## src/rtl/uart_core_p.sv

```systemverilog
// UART core: 16x oversampling baud generator, RX/TX frame engines with optional
// parity, first-word-fall-through RX/TX FIFOs and sticky receive error flags.
module uart_fifo_p #(
  parameter int W  = 8,
  parameter int AW = 2
) (
  input  logic         clk,
  input  logic         reset_n,
  input  logic         wr,
  input  logic         rd,
  input  logic [W-1:0] w,
  output logic [W-1:0] r,
  output logic         empty,
  output logic         full
);
  localparam logic [AW:0] PTR_ONE = {{AW{1'b0}}, 1'b1};

  logic [W-1:0] mem_r [2**AW];
  logic [AW:0]  wp_r;
  logic [AW:0]  rp_r;
  logic         do_wr_s;
  logic         do_rd_s;

  assign empty   = (wp_r == rp_r);
  assign full    = (wp_r[AW] != rp_r[AW]) && (wp_r[AW-1:0] == rp_r[AW-1:0]);
  assign do_rd_s = rd && !empty;
  assign do_wr_s = wr && (!full || rd);
  assign r       = empty ? '0 : mem_r[rp_r[AW-1:0]];

  // pointer update; the extra MSB tells full from empty
  always_ff @(posedge clk or negedge reset_n) begin
    if (!reset_n) begin
      wp_r <= '0;
      rp_r <= '0;
    end else begin
      if (do_wr_s) wp_r <= wp_r + PTR_ONE;
      if (do_rd_s) rp_r <= rp_r + PTR_ONE;
    end
  end

  // storage array, contents are don't-care while empty
  always_ff @(posedge clk) begin
    if (do_wr_s) mem_r[wp_r[AW-1:0]] <= w;
  end
endmodule

module uart_core_p #(
  parameter int DBIT       = 8,
  parameter int SB_TICK    = 16,
  parameter int FIFO_W     = 2,
  parameter int DVSR_W     = 11,
  parameter int PARITY_EN  = 0,
  parameter int PARITY_ODD = 0
) (
  input  logic              clk,
  input  logic              reset_n,
  input  logic [DVSR_W-1:0] dvsr,
  input  logic              rx,
  input  logic              rd_uart,
  output logic [DBIT-1:0]   r_data,
  output logic              rx_empty,
  input  logic              wr_uart,
  input  logic [DBIT-1:0]   w_data,
  output logic              tx_full,
  output logic              tx,
  output logic              tick,
  input  logic              clr_err,
  output logic              err_frame,
  output logic              err_parity,
  output logic              err_overrun
);
  typedef enum logic [2:0] {ST_IDLE, ST_START, ST_DATA, ST_PAR, ST_STOP} state_t;

  localparam logic [DVSR_W-1:0] CNT_ONE = {{(DVSR_W-1){1'b0}}, 1'b1};
  localparam logic [4:0] S_HALF  = 5'd7;
  localparam logic [4:0] S_LAST  = 5'd15;
  localparam logic [4:0] S_STOP  = 5'(SB_TICK - 1);
  localparam logic [3:0] N_LAST  = 4'(DBIT - 1);
  localparam bit         HAS_PAR = (PARITY_EN != 0);

  function automatic logic par_bit(input logic [DBIT-1:0] d);
    return (^d) ^ (PARITY_ODD != 0);
  endfunction

  logic [DVSR_W-1:0] cnt_r;
  logic              tick_r;
  logic [1:0]        sync_r;
  logic              rx_sync_s;

  // baud tick generator; >= makes a lowered divisor wrap immediately
  always_ff @(posedge clk or negedge reset_n) begin
    if (!reset_n) begin
      cnt_r  <= '0;
      tick_r <= 1'b0;
    end else if (cnt_r >= dvsr) begin
      cnt_r  <= '0;
      tick_r <= 1'b1;
    end else begin
      cnt_r  <= cnt_r + CNT_ONE;
      tick_r <= 1'b0;
    end
  end
  assign tick = tick_r;

  // two-flop synchroniser for the asynchronous serial input
  always_ff @(posedge clk or negedge reset_n) begin
    if (!reset_n) sync_r <= 2'b11;
    else          sync_r <= {sync_r[0], rx};
  end
  assign rx_sync_s = sync_r[1];

  state_t          rx_st_r;
  logic [4:0]      rx_tk_r;
  logic [3:0]      rx_n_r;
  logic [DBIT-1:0] rx_b_r;
  logic            rx_push_r;
  logic            fe_ev_r;
  logic            pe_ev_r;
  logic            rx_full_s;

  // receive frame engine
  always_ff @(posedge clk or negedge reset_n) begin
    if (!reset_n) begin
      rx_st_r <= ST_IDLE; rx_tk_r <= '0; rx_n_r <= '0; rx_b_r <= '0;
      rx_push_r <= 1'b0; fe_ev_r <= 1'b0; pe_ev_r <= 1'b0;
    end else begin
      rx_push_r <= 1'b0; fe_ev_r <= 1'b0; pe_ev_r <= 1'b0;
      case (rx_st_r)
        ST_IDLE: if (!rx_sync_s) begin rx_st_r <= ST_START; rx_tk_r <= '0; end
        ST_START: if (tick_r) begin
          if (rx_tk_r == S_HALF) begin
            rx_tk_r <= '0; rx_n_r <= '0;
            rx_st_r <= rx_sync_s ? ST_IDLE : ST_DATA;
          end else rx_tk_r <= rx_tk_r + 5'd1;
        end
        ST_DATA: if (tick_r) begin
          if (rx_tk_r == S_LAST) begin
            rx_tk_r <= '0;
            rx_b_r  <= {rx_sync_s, rx_b_r[DBIT-1:1]};
            if (rx_n_r == N_LAST) rx_st_r <= HAS_PAR ? ST_PAR : ST_STOP;
            else                  rx_n_r  <= rx_n_r + 4'd1;
          end else rx_tk_r <= rx_tk_r + 5'd1;
        end
        ST_PAR: if (tick_r) begin
          if (rx_tk_r == S_LAST) begin
            rx_tk_r <= '0;
            pe_ev_r <= (rx_sync_s != par_bit(rx_b_r));
            rx_st_r <= ST_STOP;
          end else rx_tk_r <= rx_tk_r + 5'd1;
        end
        ST_STOP: if (tick_r) begin
          if (rx_tk_r == S_STOP) begin
            fe_ev_r <= !rx_sync_s; rx_push_r <= 1'b1; rx_st_r <= ST_IDLE;
          end else rx_tk_r <= rx_tk_r + 5'd1;
        end
        default: rx_st_r <= ST_IDLE;
      endcase
    end
  end

  uart_fifo_p #(.W(DBIT), .AW(FIFO_W)) u_rx_fifo (
    .clk(clk), .reset_n(reset_n), .wr(rx_push_r), .rd(rd_uart), .w(rx_b_r),
    .r(r_data), .empty(rx_empty), .full(rx_full_s)
  );

  // sticky error flags; a set event outranks a coincident clear
  always_ff @(posedge clk or negedge reset_n) begin
    if (!reset_n) begin
      err_frame <= 1'b0; err_parity <= 1'b0; err_overrun <= 1'b0;
    end else begin
      err_frame   <= fe_ev_r | (err_frame & ~clr_err);
      err_parity  <= pe_ev_r | (err_parity & ~clr_err);
      err_overrun <= (rx_push_r & rx_full_s & ~rd_uart) | (err_overrun & ~clr_err);
    end
  end

  state_t          tx_st_r;
  logic [4:0]      tx_tk_r;
  logic [3:0]      tx_n_r;
  logic [DBIT-1:0] tx_b_r;
  logic [DBIT-1:0] tx_head_s;
  logic            tx_par_r;
  logic            tx_r;
  logic            tx_empty_s;
  logic            tx_pop_s;

  assign tx_pop_s = !tx_empty_s && ((tx_st_r == ST_IDLE) ||
                    ((tx_st_r == ST_STOP) && tick_r && (tx_tk_r == S_STOP)));

  // transmit frame engine; a pop always starts a new frame, even straight out of STOP
  always_ff @(posedge clk or negedge reset_n) begin
    if (!reset_n) begin
      tx_st_r <= ST_IDLE; tx_tk_r <= '0; tx_n_r <= '0; tx_b_r <= '0;
      tx_par_r <= 1'b0; tx_r <= 1'b1;
    end else if (tx_pop_s) begin
      tx_st_r <= ST_START; tx_tk_r <= '0; tx_b_r <= tx_head_s;
      tx_par_r <= par_bit(tx_head_s); tx_r <= 1'b0;
    end else begin
      case (tx_st_r)
        ST_IDLE: tx_r <= 1'b1;
        ST_START: if (tick_r) begin
          if (tx_tk_r == S_LAST) begin
            tx_tk_r <= '0; tx_n_r <= '0; tx_st_r <= ST_DATA; tx_r <= tx_b_r[0];
          end else tx_tk_r <= tx_tk_r + 5'd1;
        end
        ST_DATA: if (tick_r) begin
          if (tx_tk_r == S_LAST) begin
            tx_tk_r <= '0;
            tx_b_r  <= {1'b0, tx_b_r[DBIT-1:1]};
            if (tx_n_r == N_LAST) begin
              if (HAS_PAR) begin tx_st_r <= ST_PAR;  tx_r <= tx_par_r; end
              else         begin tx_st_r <= ST_STOP; tx_r <= 1'b1;     end
            end else begin
              tx_n_r <= tx_n_r + 4'd1; tx_r <= tx_b_r[1];
            end
          end else tx_tk_r <= tx_tk_r + 5'd1;
        end
        ST_PAR: if (tick_r) begin
          if (tx_tk_r == S_LAST) begin
            tx_tk_r <= '0; tx_st_r <= ST_STOP; tx_r <= 1'b1;
          end else tx_tk_r <= tx_tk_r + 5'd1;
        end
        ST_STOP: if (tick_r) begin
          if (tx_tk_r == S_STOP) begin tx_st_r <= ST_IDLE; tx_r <= 1'b1; end
          else tx_tk_r <= tx_tk_r + 5'd1;
        end
        default: begin tx_st_r <= ST_IDLE; tx_r <= 1'b1; end
      endcase
    end
  end
  assign tx = tx_r;

  uart_fifo_p #(.W(DBIT), .AW(FIFO_W)) u_tx_fifo (
    .clk(clk), .reset_n(reset_n), .wr(wr_uart), .rd(tx_pop_s), .w(w_data),
    .r(tx_head_s), .empty(tx_empty_s), .full(tx_full)
  );
endmodule

```

## config.mk

```make
export PLATFORM = sky130hd
export DESIGN_NAME = uart_core_p
export DESIGN_NICKNAME = d
export VERILOG_FILES = /design/src/rtl/uart_core_p.sv
export SDC_FILE = /design/constraint.sdc
export NUM_CORES = 1
export LEC_CHECK = 0
export ABC_AREA = 1
export BUFFER_PORTS_ARGS = -buffer_cell sky130_fd_sc_hd__buf_2
export CAP_MARGIN = 0
export CORE_MARGIN = 2
export CORE_UTILIZATION = 30
export CTS_CLUSTER_SIZE = 24
export DETAILED_ROUTE_END_ITERATION = 10
export PLACE_DENSITY = 0.41
export SLEW_MARGIN = 20
export SYNTH_ARGS = -nofsm -noshare
export SYNTH_HDL_FRONTEND = slang
export SYNTH_HIERARCHICAL = 1
export SYNTH_SLANG_ARGS = --single-unit
export TNS_END_PERCENT = 1
```

## constraint.sdc

```tcl
create_clock -name clk -period 7.6 [get_ports clk]
set_input_delay 1.52 -clock clk [delete_from_list [all_inputs] [get_ports clk]]
set_output_delay 1.52 -clock clk [all_outputs]
set_load 0.1 [all_outputs]
```

== After elaboration in Yosys (flattened, before gate mapping) ==
Memories as Yosys holds them, arrays and structs flattened.
Index checks and enable logic that the tools add are counted.

* $add $sub $neg: 9
* Magnitude comparators: 1
* Equal/unequal tests: 52
* Muxes and demuxes: 79
* Bitwise gates (word level): 11
* Reductions and logical operators: 39

{| class="wikitable"
|+ Operators by type and width
! cell !! number
|-
| $mux W3 || 20
|-
| $mux W5 || 12
|-
| $mux W8 || 6
|-
| $mux W4 || 10
|-
| $ne A2 B2 Y1 const B || 17
|-
| $pmux W3 S5 || 2
|-
| $ne A3 B2 Y1 const B || 9
|-
| $mux W1 || 22
|-
| $pmux W5 S4 || 1
|-
| $reduce_and A10 Y1 || 2
|-
| $reduce_and A6 Y1 || 3
|-
| $pmux W4 S2 || 2
|-
| $add A3 B1 Y3 const B || 4
|-
| $eq A3 B2 Y1 const B || 4
|-
| $ne A3 B1 Y1 const B || 4
|-
| $add A11 B1 Y11 const B || 1
|-
| $ge A11 B11 Y1 || 1
|-
| $mux W11 || 1
|-
| $add A5 B1 Y5 const B || 2
|-
| $eq A5 B4 Y1 const B || 2
|-
| $pmux W5 S2 || 1
|-
| $reduce_bool A2 Y1 || 5
|-
| $logic_and A1 B1 Y1 || 9
|-
| $add A4 B1 Y4 const B || 2
|-
| 24 further kinds || 49
|}

* Bits in registers: 73
* Memory bits (writable): 64
* Bits of input ports: 25
* Output and inout port bits: 15
* Word-level logic and storage cells: 215
* Memories kept: 2

{| class="wikitable"
|+ Memory list
! name !! words !! bits a word !! read ports !! clocked after Yosys merged registers in !! wr ports !! RTL line !! source
|-
| u_rx_fifo.mem_r || 4 || 8 || 1 || 0 || 1 || 18 || <nowiki>logic [W-1:0] mem_r [2**AW];</nowiki>
|-
| u_tx_fifo.mem_r || 4 || 8 || 1 || 0 || 1 || 18 ||
|}

== Logic depth before layout (Yosys ltp) ==
Gate-level depths: netlist of run 1.

* Depth in word-level cells: 9
* Gate-level depth with buffers: 16
* Depth with buffers taken out: 14

== Hierarchy ==
Netlist of run 1, hierarchy kept.

{| class="wikitable"
|+ Modules (own cells, without submodules)
! module !! instances !! cells an instance !! area each (um2) !! seq. area each (um2)
|-
| uart_fifo_p || 2 || 163 || 1775.5 || 1111.1
|-
| uart_core_p || 1 || 456 || 3515.9 || 1530.2
|}

== Least setup slack after synthesis of run 1 ==
OpenSTA, ideal clock, no wires.

* Path type: register -> output
* Start point: register u_tx_fifo.rp_r[1]
* End point: output port tx_full
* Arrival time: 2.060 ns
* Required time: 6.080 ns
* Path slack: 4.020 ns
* Stages on the path, launching flop included: 5
* Buffers on the path: 1
* Path through: dfrtp_1 > buf_6 > xnor2_4 > nand2_1 > nor2_1

* Word-level cells in the longest chain between the ends: 2

{| class="wikitable"
|+ RTL lines
! what !! RTL line !! source
|-
| start: declaration || 20 || <nowiki>logic [AW:0] rp_r;</nowiki>
|-
| start signal: assignment || 37 || <nowiki>if (do_rd_s) rp_r <= rp_r + PTR_ONE;</nowiki>
|-
| $eq A2 B2 Y1 || 25 || <nowiki>assign full = (wp_r[AW] != rp_r[AW]) && (wp_r[AW-1:0] == rp_r[AW-1:0]);</nowiki>
|-
| $logic_and A1 B1 Y1 || 25 ||
|-
| end: declaration || 64 || <nowiki>output logic tx_full,</nowiki>
|}

Every way passes these cells.

== Worst setup path in the final report of run 1 ==
* Start point: register u_rx_fifo.rp_r[0]
* End point: output port r_data[4]

* Word-level cells in the longest chain between the ends: 2
* Elaborated cells between the ends (all ways): 3
* Classes of those cells: eq/ne: 1; mux: 1; memory: 1

{| class="wikitable"
|+ RTL lines
! what !! RTL line !! source
|-
| start: declaration || 20 ||
|-
| start signal: assignment || 37 ||
|-
| $mem_v2 Z4 W8 / $eq A3 B3 Y1 (equally long branches) || - ||
|-
| $mux W8 (*) || 28 || <nowiki>assign r = empty ? '0 : mem_r[rp_r[AW-1:0]];</nowiki>
|-
| end: declaration || 60 || <nowiki>output logic [DBIT-1:0] r_data,</nowiki>
|}

Every way passes the cells marked *; elsewhere a longest branch is shown, timed or not.

==> key figures, run 1 <==
Outcome
  – Status: completed

Critical path
  – Worst path cell trace: inv_4 -> nand2_2 -> nand2_4 -> nand3_4 -> nand2_1 -> inv_1 -> buf_2
  – Crit end category: output port
  – CP Max Fanout: 20
  – Crit. path cell count: 7
  – Setup slack, reg-to-reg: 4240 ps
  – Worst Path Required: 6080 ps
  – R2r endpoint: u_tx_fifo/mem_r[1][4]
  – Cell family with most CP delay: flip-flops
  – Crit path from: u_rx_fifo/rp_r[0]
  – FF-to-FF path depth: 12
  – Worst path arrival time: roughly 2400 ps
  – Reg-to-reg critical path startpoint: u_tx_fifo/rp_r[0]
  – Buf/Inv on CP: 3
  – Type of origin of the critical path: register
  – Worst setup endpoint: r_data[4]
  – Crit-path slowest cell: dfrtp_1
  – Critical path class: reg -> out
  – Critical Path Max Stage Delay: 800 ps

STA
  – Period Utilization, post-route: 51.2%
  – Clock skew: 11.3 ps
  – F_max: approximately 0.26 GHz
  – Final Worst Setup Slack: 3710 ps
  – Slew headroom: 33.8%
  – Slew @ Worst Pin: 993 ps
  – Unrepaired setup endpoints after global routing: false
  – Final setup viols: 0
  – Final Hold Fails: 0
  – Fin crit period: between 3000 and 4000 ps
  – Fin Setup TNS: 0 ps
  – Final Max Slew Viols: 0

Finish
  – Commonest non-fill, non-tap cell in the layout: nand2_1
  – Commonest non-fill, non-tap cells in the layout: 182 x nand2_1, 100 x nor2_1, 96 x inv_1
  – Nets: about 880
  – Fill cells: between 2,000 and 2,500
  – N_diodes: 0
  – Share of cells above drive strength 1: 14.2%
  – Layout area overhead: 15.2%

Global routing
  – First-pass GRT wire length: between 20,000 and 25,000 µm
  – Overflow left after global routing: 0
  – Largest net degree at the start of global routing: 74
  – Vias in the first global route: slightly above 5,000
  – Initial antenna violation count: 0
  – Total global-route track usage: between 10% and 20%

Placement
  – PortBufs: 39
  – Pre-CTS setup slack: 4130 ps
  – Post-DP HPWL: 9870 µm
  – Routability cong.: 0.794

Logic synthesis
  – Mean Syn Cell Area: 9.04 µm²
  – Synth Register Bits: between 100 and 150
  – Mapped Cells: just under 800
  – Sequential area share after synthesis: 53.1%
  – Syn Nets: 835
  – Synth unique cells: 36
  – Post-Syn Area: 7070 µm²
  – YS warnings: 6

Drt
  – DR vias: 5,042
  – Antenna viol nets, final: 0
  – Vias/cell: ~4.4
  – DR pass1 iterations: 6
  – WL final: 14,300 µm
  – Drt wl/cell: 12.4 µm
  – Iter 0 DRT Violations: 295
  – DRC violations left: 0

Job
  – Max-Cap Viols: 0

Floorplan
  – I/O pin count: 40
  – Die Span Y: 157 µm
  – Chip Width: between 150 and 200 µm
  – Initial Utilization: about 30%
  – Core area: 23,300 µm²
  – Die area: 24,800 µm²
  – Row Count: 56

Clock tree
  – CTS buffer count: 17
  – Bufs on Longest Clock Path: 2
  – CTS tree: yes
  – Hold-fix buffers at CTS: 0
  – H-tree levels: 4
  – Post-CTS Setup Inserts: 0
  – Clk root buf: clkbuf_16
  – Clock slew at reported path FFs: 70 ps
  – Clock tree sinks: 137
  – Clock latency on the worst-skew pair: 420 ps
  – Post-CTS Resized: 0

Power and ir drop
  – Pwr/cell area: around 310 nW/µm²
  – Leakage: 3.81 nW
  – Worst IR Drop VDD: 0.155 mV

Hold path
  – Worst hold path class: reg -> reg
-- per-layer routing --
metal | GRT usage (%) | vias up | share of wire (%)
li1 | - | 2626 | -
met1 | 15.9 | 2336 | 48
met2 | 21.7 | 70 | 48
met3 | 3.19 | 10 | 3.1
met4 | 3.68 | 0 | 0.77
met5 | 0 | - | 0
-- worst reg2reg max path, delay by kind of cell (launching register included) --
kind,cells,cell delay [ps]
buffers and inverters,4,540
DFF,1,710
and+or+nand+nor,8,1740
-- flip-flops by register name (all words and copies together) (netlist names), 2 cells and up --
register / flops
u_rx_fifo/mem_r: 32
u_tx_fifo/mem_r: 32
cnt_r: 11
rx_b_r: 8
tx_b_r: 8
rx_tk_r: 5
tx_tk_r: 5
rx_n_r: 4
tx_n_r: 4
rx_st_r: 3
tx_st_r: 3
u_rx_fifo/rp_r: 3
u_rx_fifo/wp_r: 3
u_tx_fifo/rp_r: 3
u_tx_fifo/wp_r: 3
sync_r: 2
-- power breakdown --
| group | internal (mW) | total, mW | switching, mW | leakage [nW] |
|---|---|---|---|---|
| Combinational | 0.218 | 0.643 | 0.425 | 1.93 |
| Sequential | 0.893 | 1.01 | 0.114 | 1.59 |
| Clock | 0.471 | 0.842 | 0.371 | 0.289 |
-- synthesized netlist by cell type --
| library cell | count | area share (%) |
|---|---|---|
| a21oi_1 | 11 | 0.78 |
| a21oi_2 | 1 | 0.12 |
| buf_2 | 8 | 0.57 |
| buf_6 | 7 | 1.1 |
| clkbuf_1 | 1 | 0.053 |
| clkinv_2 | 1 | 0.071 |
| dfrtp_1 | 70 | 25 |
| dfstp_2 | 3 | 1.1 |
| edfxtp_1 | 64 | 27 |
| ha_1 | 28 | 5.0 |
| inv_1 | 96 | 5.1 |
| inv_2 | 4 | 0.21 |
| inv_4 | 2 | 0.18 |
| nand2_1 | 182 | 9.7 |
| nand2_2 | 7 | 0.62 |
| nand2_4 | 5 | 0.80 |
| nand3_1 | 46 | 3.3 |
| nand3_2 | 7 | 0.99 |
| nand3_4 | 2 | 0.50 |
| nand3b_1 | 5 | 0.53 |
| nand4_1 | 14 | 1.2 |
| nand4_2 | 1 | 0.18 |
| nand4_4 | 2 | 0.60 |
| nor2_1 | 100 | 5.3 |
| nor2_2 | 3 | 0.27 |
| nor2_4 | 2 | 0.32 |
| nor3_1 | 2 | 0.14 |
| o21a_1 | 1 | 0.11 |
| o21ai_0 | 71 | 5.0 |
| o21ai_1 | 9 | 0.64 |
| o21bai_1 | 2 | 0.21 |
| o22ai_1 | 2 | 0.18 |
| or2_2 | 6 | 0.53 |
| xnor2_1 | 1 | 0.12 |
| xnor2_4 | 2 | 0.78 |
| xor2_1 | 14 | 1.7 |
-- area by class of cell --
| class | count | area (µm²) | area share (%) |
|---|---|---|---|
| multi-input combinational | 526 | 2800 | 34.4 |
| clock buffer | 17 | 425 | 5.23 |
| timing repair buffer | 39 | 198 | 2.43 |
| clock inverter | 15 | 173 | 2.12 |
| sequential | 137 | 3750 | 46.1 |
| tap | 319 | 399 | 4.90 |
| inverter | 103 | 393 | 4.83 |
-- how the worst min path moves through the flow --
stage               from   endpoint  slack [ps]  depth (start not counted)
2_1_floorplan  sync_r[0]  sync_r[1]         350                          0
3_3_place_gp   sync_r[0]  sync_r[1]         350                          0
3_5_place_dp   sync_r[0]  sync_r[1]         360                          0
4_1_cts        sync_r[0]  sync_r[1]         370                          0
5_1_grt        sync_r[0]  sync_r[1]         380                          0
6_report       sync_r[0]  sync_r[1]         370                          0
-- kinds of logic (layout without fill, tap and decap cells) --
group                      count (synthesis)  after routing  share of synthesized area [%]
AOI/OAI and AO/OA                         97             97                           7.06
and+or+nand+nor                          384            384                           24.9
xor gates and xnor gates                  17             17                           2.64
adders and majority gates                 28             28                           4.96
buffers and inverters                    119            174                           7.29
DFF                                      137            137                           53.1
-- through the flow --
stage	power [mW]	instance area [µm²]	hold slack (ps)	instances	utilization [%]
floorplan	1.55	7070	345	782	-
finish	2.49	8140	369	1156	34.9
CTS	2.54	8140	373	1156	34.9
global placement	1.67	7540	352	1124	32.3
detailed placement	1.68	7540	356	1124	32.3
global route	2.68	8140	375	1156	34.9
Power figures use the tool's default switching activity.
==> run 2, diff against run 1 <==
- clock period: 7.6 -> 3.9 ns (I/O delays scaled with it)
==> run 2 against run 1 <==
Net effect:
- hold slack lost 17 ps
- clock power grew 100%
- routed wire length grew 3.8%
- register-to-register slack lost 3600 ps
- cell count is essentially flat
- critical path depth grew 5
- largest cell class unchanged
- largest power group unchanged
- highest routed layer unchanged
==> key figures, run 2 (synthesis gave the netlist of run 1 again) <==
Clock tree
  – Hold-fix buffers at CTS: 0 (unchanged)
  – Clock slew at reported path FFs: 60 ps (about the same)
  – Clock latency on the worst-skew pair: 420 ps (about the same)
  – CTS buffer count: 17 (unchanged)
  – H-tree levels: 4 (unchanged)
  – Clk root buf: clkbuf_16
  – CTS tree: yes
  – Post-CTS Resized: 0 (unchanged)
  – Bufs on Longest Clock Path: 2 (unchanged)
  – Post-CTS Setup Inserts: 0 (unchanged)
  – Clock tree sinks: 137 (unchanged)

STA
  – Clock skew: 8.79 ps (-2.48 ps)
  – Unrepaired setup endpoints after global routing: false
  – Fin Setup TNS: 0 ps (unchanged)
  – Final Max Slew Viols: 0 (unchanged)
  – Final Worst Setup Slack: 660 ps (-3050 ps)
  – Slew @ Worst Pin: 918 ps (-75.2 ps)
  – Slew headroom: 38.6% (+4.8 points)
  – Fin crit period: 3240 ps
  – Worst hold margin: 352 ps (-16.5 ps)
  – F_max: 0.309 GHz
  – Final setup viols: 0 (unchanged)
  – Period Utilization, post-route: between 80% and 90%
  – Final Hold Fails: 0 (unchanged)

Floorplan
  – Chip Width: 157 µm (unchanged)
  – Die area: 24,800 µm² (unchanged)
  – Die Span Y: 157 µm (unchanged)
  – Core area: 23,300 µm² (unchanged)
  – Initial Utilization: 30.3% (unchanged)
  – I/O pin count: 40 (unchanged)
  – Row Count: 56 (unchanged)

Drt
  – Iter 0 DRT Violations: 268 (-9.2%)
  – Drt wl/cell: 12.9 µm (+3.7%)
  – DR pass1 iterations: 7 (+1)
  – DR vias: 5,130 (+1.7%)
  – WL final: 14,900 µm (+3.8%)
  – Vias/cell: 4.43 (+1.7%)
  – Antenna viol nets, final: 0 (unchanged)
  – DRC violations left: 0 (unchanged)

Placement
  – DP Area: 7550 µm² (about the same)
  – Routability cong.: 0.779 (-1.9%)
  – Dpl cells: 1,125 (+0.089%)
  – Pre-CTS setup slack: 620 ps (-3510 ps)
  – Post-DP HPWL: 10,500 µm (+6.5%)
  – PortBufs: 39 (unchanged)

Global routing
  – Met1 Usage GRT: 15.8% (-0.11 points)
  – Met3 Use GR: 3.06% (-0.14 points)
  – Vias in the first global route: 5,034 (-0.63%)
  – Overflow left after global routing: 0 (unchanged)
  – Initial antenna violation count: 0 (unchanged)
  – Total global-route track usage: 13.0% (+0.33 points)
  – First-pass GRT wire length: 25,000 µm (+0.22%)
  – Grt met2 use: 22.9% (+1.2 points)
  – Largest net degree at the start of global routing: 68 (-8.1%)
  – GR peak layer: met2

Hold path
  – Hold path depth: 0 (unchanged)
  – Hold worst-path end: sync_r[1]
  – HP Start: sync_r[0]
  – Worst hold path class: reg -> reg

Power and ir drop
  – Total power: 4.96 mW (+99%)
  – Worst IR Drop VDD: 0.255 mV (+64%)
  – Leakage: 3.83 nW (+0.53%)
  – Pwr/cell area: 606 nW/µm² (+98%)

Critical path
  – Worst Path Required: 3950 ps (-2130 ps)
  – Setup slack, reg-to-reg: 660 ps (-3580 ps)
  – Worst path cell trace: inv_4 -> nand2_2 -> nand2_4 -> nand3_4 -> inv_1 -> nor2_1 -> nand2_2 -> clkinv_2 -> inv_1 -> nand4_4 -> nand2_4 -> nor2_1
  – Worst path arrival time: 3290 ps (+920 ps)
  – Type of origin of the critical path: register
  – Critical path class: reg -> reg
  – FF-to-FF path depth: 12 (unchanged)
  – CP Max Fanout: 21 (+5.0%)
  – Crit end category: register
  – R2r endpoint: u_tx_fifo/mem_r[1][1]
  – Crit-path slowest cell: dfrtp_1
  – Critical Path Max Stage Delay: 700 ps (-100 ps)
  – Reg-to-reg critical path startpoint: u_tx_fifo/rp_r[0]

Finish
  – Fin util: 35.1% (+0.21 points)
  – N_diodes: 0 (unchanged)
  – Commonest non-fill, non-tap cell in the layout: nand2_1
  – Layout Cell Area excl Fill: 8190 µm² (+0.61%)
  – Share of cells above drive strength 1: 14.1% (-0.14 points)
  – Fill cells: 2,370 (+0.13%)
  – Commonest non-fill, non-tap cells in the layout: 182 x nand2_1, 100 x nor2_1, 96 x inv_1
  – Nets: 878 (+0.11%)
  – Non-filler instance count after layout: 1,157 (+0.087%)
  – Layout area overhead: 15.9%

Outcome
  – Status: completed

Job
  – Max-Cap Viols: 0 (unchanged)
[run 2: cell types whose count changed in the layout (fill, tap and decap cells not counted), sizes merged]
| cell | delta |
|---|---|
| inv | -8 |
| buf | +1 |
| bufinv | +2 |
| clkbuf | +4 |
| clkinv | +2 |
[run 2: worst max-delay path, delay by kind of cell, from the launching register on]
family        cells  cell delay (ps)
flops             1              700
buf+inv           4              530
simple gates      8             1630
[run 2: worst max-delay path by stage]
| stage | from | endpoint | slack, ps | cells past startpoint |
|---|---|---|---|---|
| floorplan | u_tx_fifo/rp_r[1] | tx_full | 1060 | 4 |
| global placement | u_tx_fifo/rp_r[0] | u_tx_fifo/mem_r[1][0] | 800 | 12 |
| detailed placement | u_tx_fifo/rp_r[0] | u_tx_fifo/mem_r[2][0] | 620 | 12 |
| CTS | u_tx_fifo/rp_r[0] | u_tx_fifo/mem_r[2][3] | 620 | 12 |
| global route | u_tx_fifo/rp_r[0] | u_tx_fifo/mem_r[2][0] | 360 | 12 |
| finish | u_tx_fifo/rp_r[0] | u_tx_fifo/mem_r[1][1] | 660 | 12 |
[run 2: final cells by class]
class | count | area, µm² | area share, %
Sequential cell | 137 | 3750 | 45.8
Inverter | 103 | 393 | 4.80
Timing Repair Buffer | 40 | 205 | 2.51
Clock buffer | 21 | 483 | 5.90
Multi-Input combinational cell | 526 | 2800 | 34.2
Tap cell | 319 | 399 | 4.87
Clock inverter | 11 | 158 | 1.93
[run 2: report_power, final]
part | leakage [nW] | internal (mW) | switching (mW) | total (mW)
combinational | 1.94 | 0.428 | 0.852 | 1.28
sequential | 1.59 | 1.74 | 0.220 | 1.96
clock | 0.305 | 1.09 | 0.631 | 1.72
[run 2: metal layers]
| layer | vias to the layer above | share of wire, % |
|---|---|---|
| li1 | 2635 | - |
| met1 | 2406 | 46 |
| met2 | 79 | 50 |
| met3 | 10 | 2.7 |
| met4 | 0 | 1.1 |
| met5 | - | 0 |
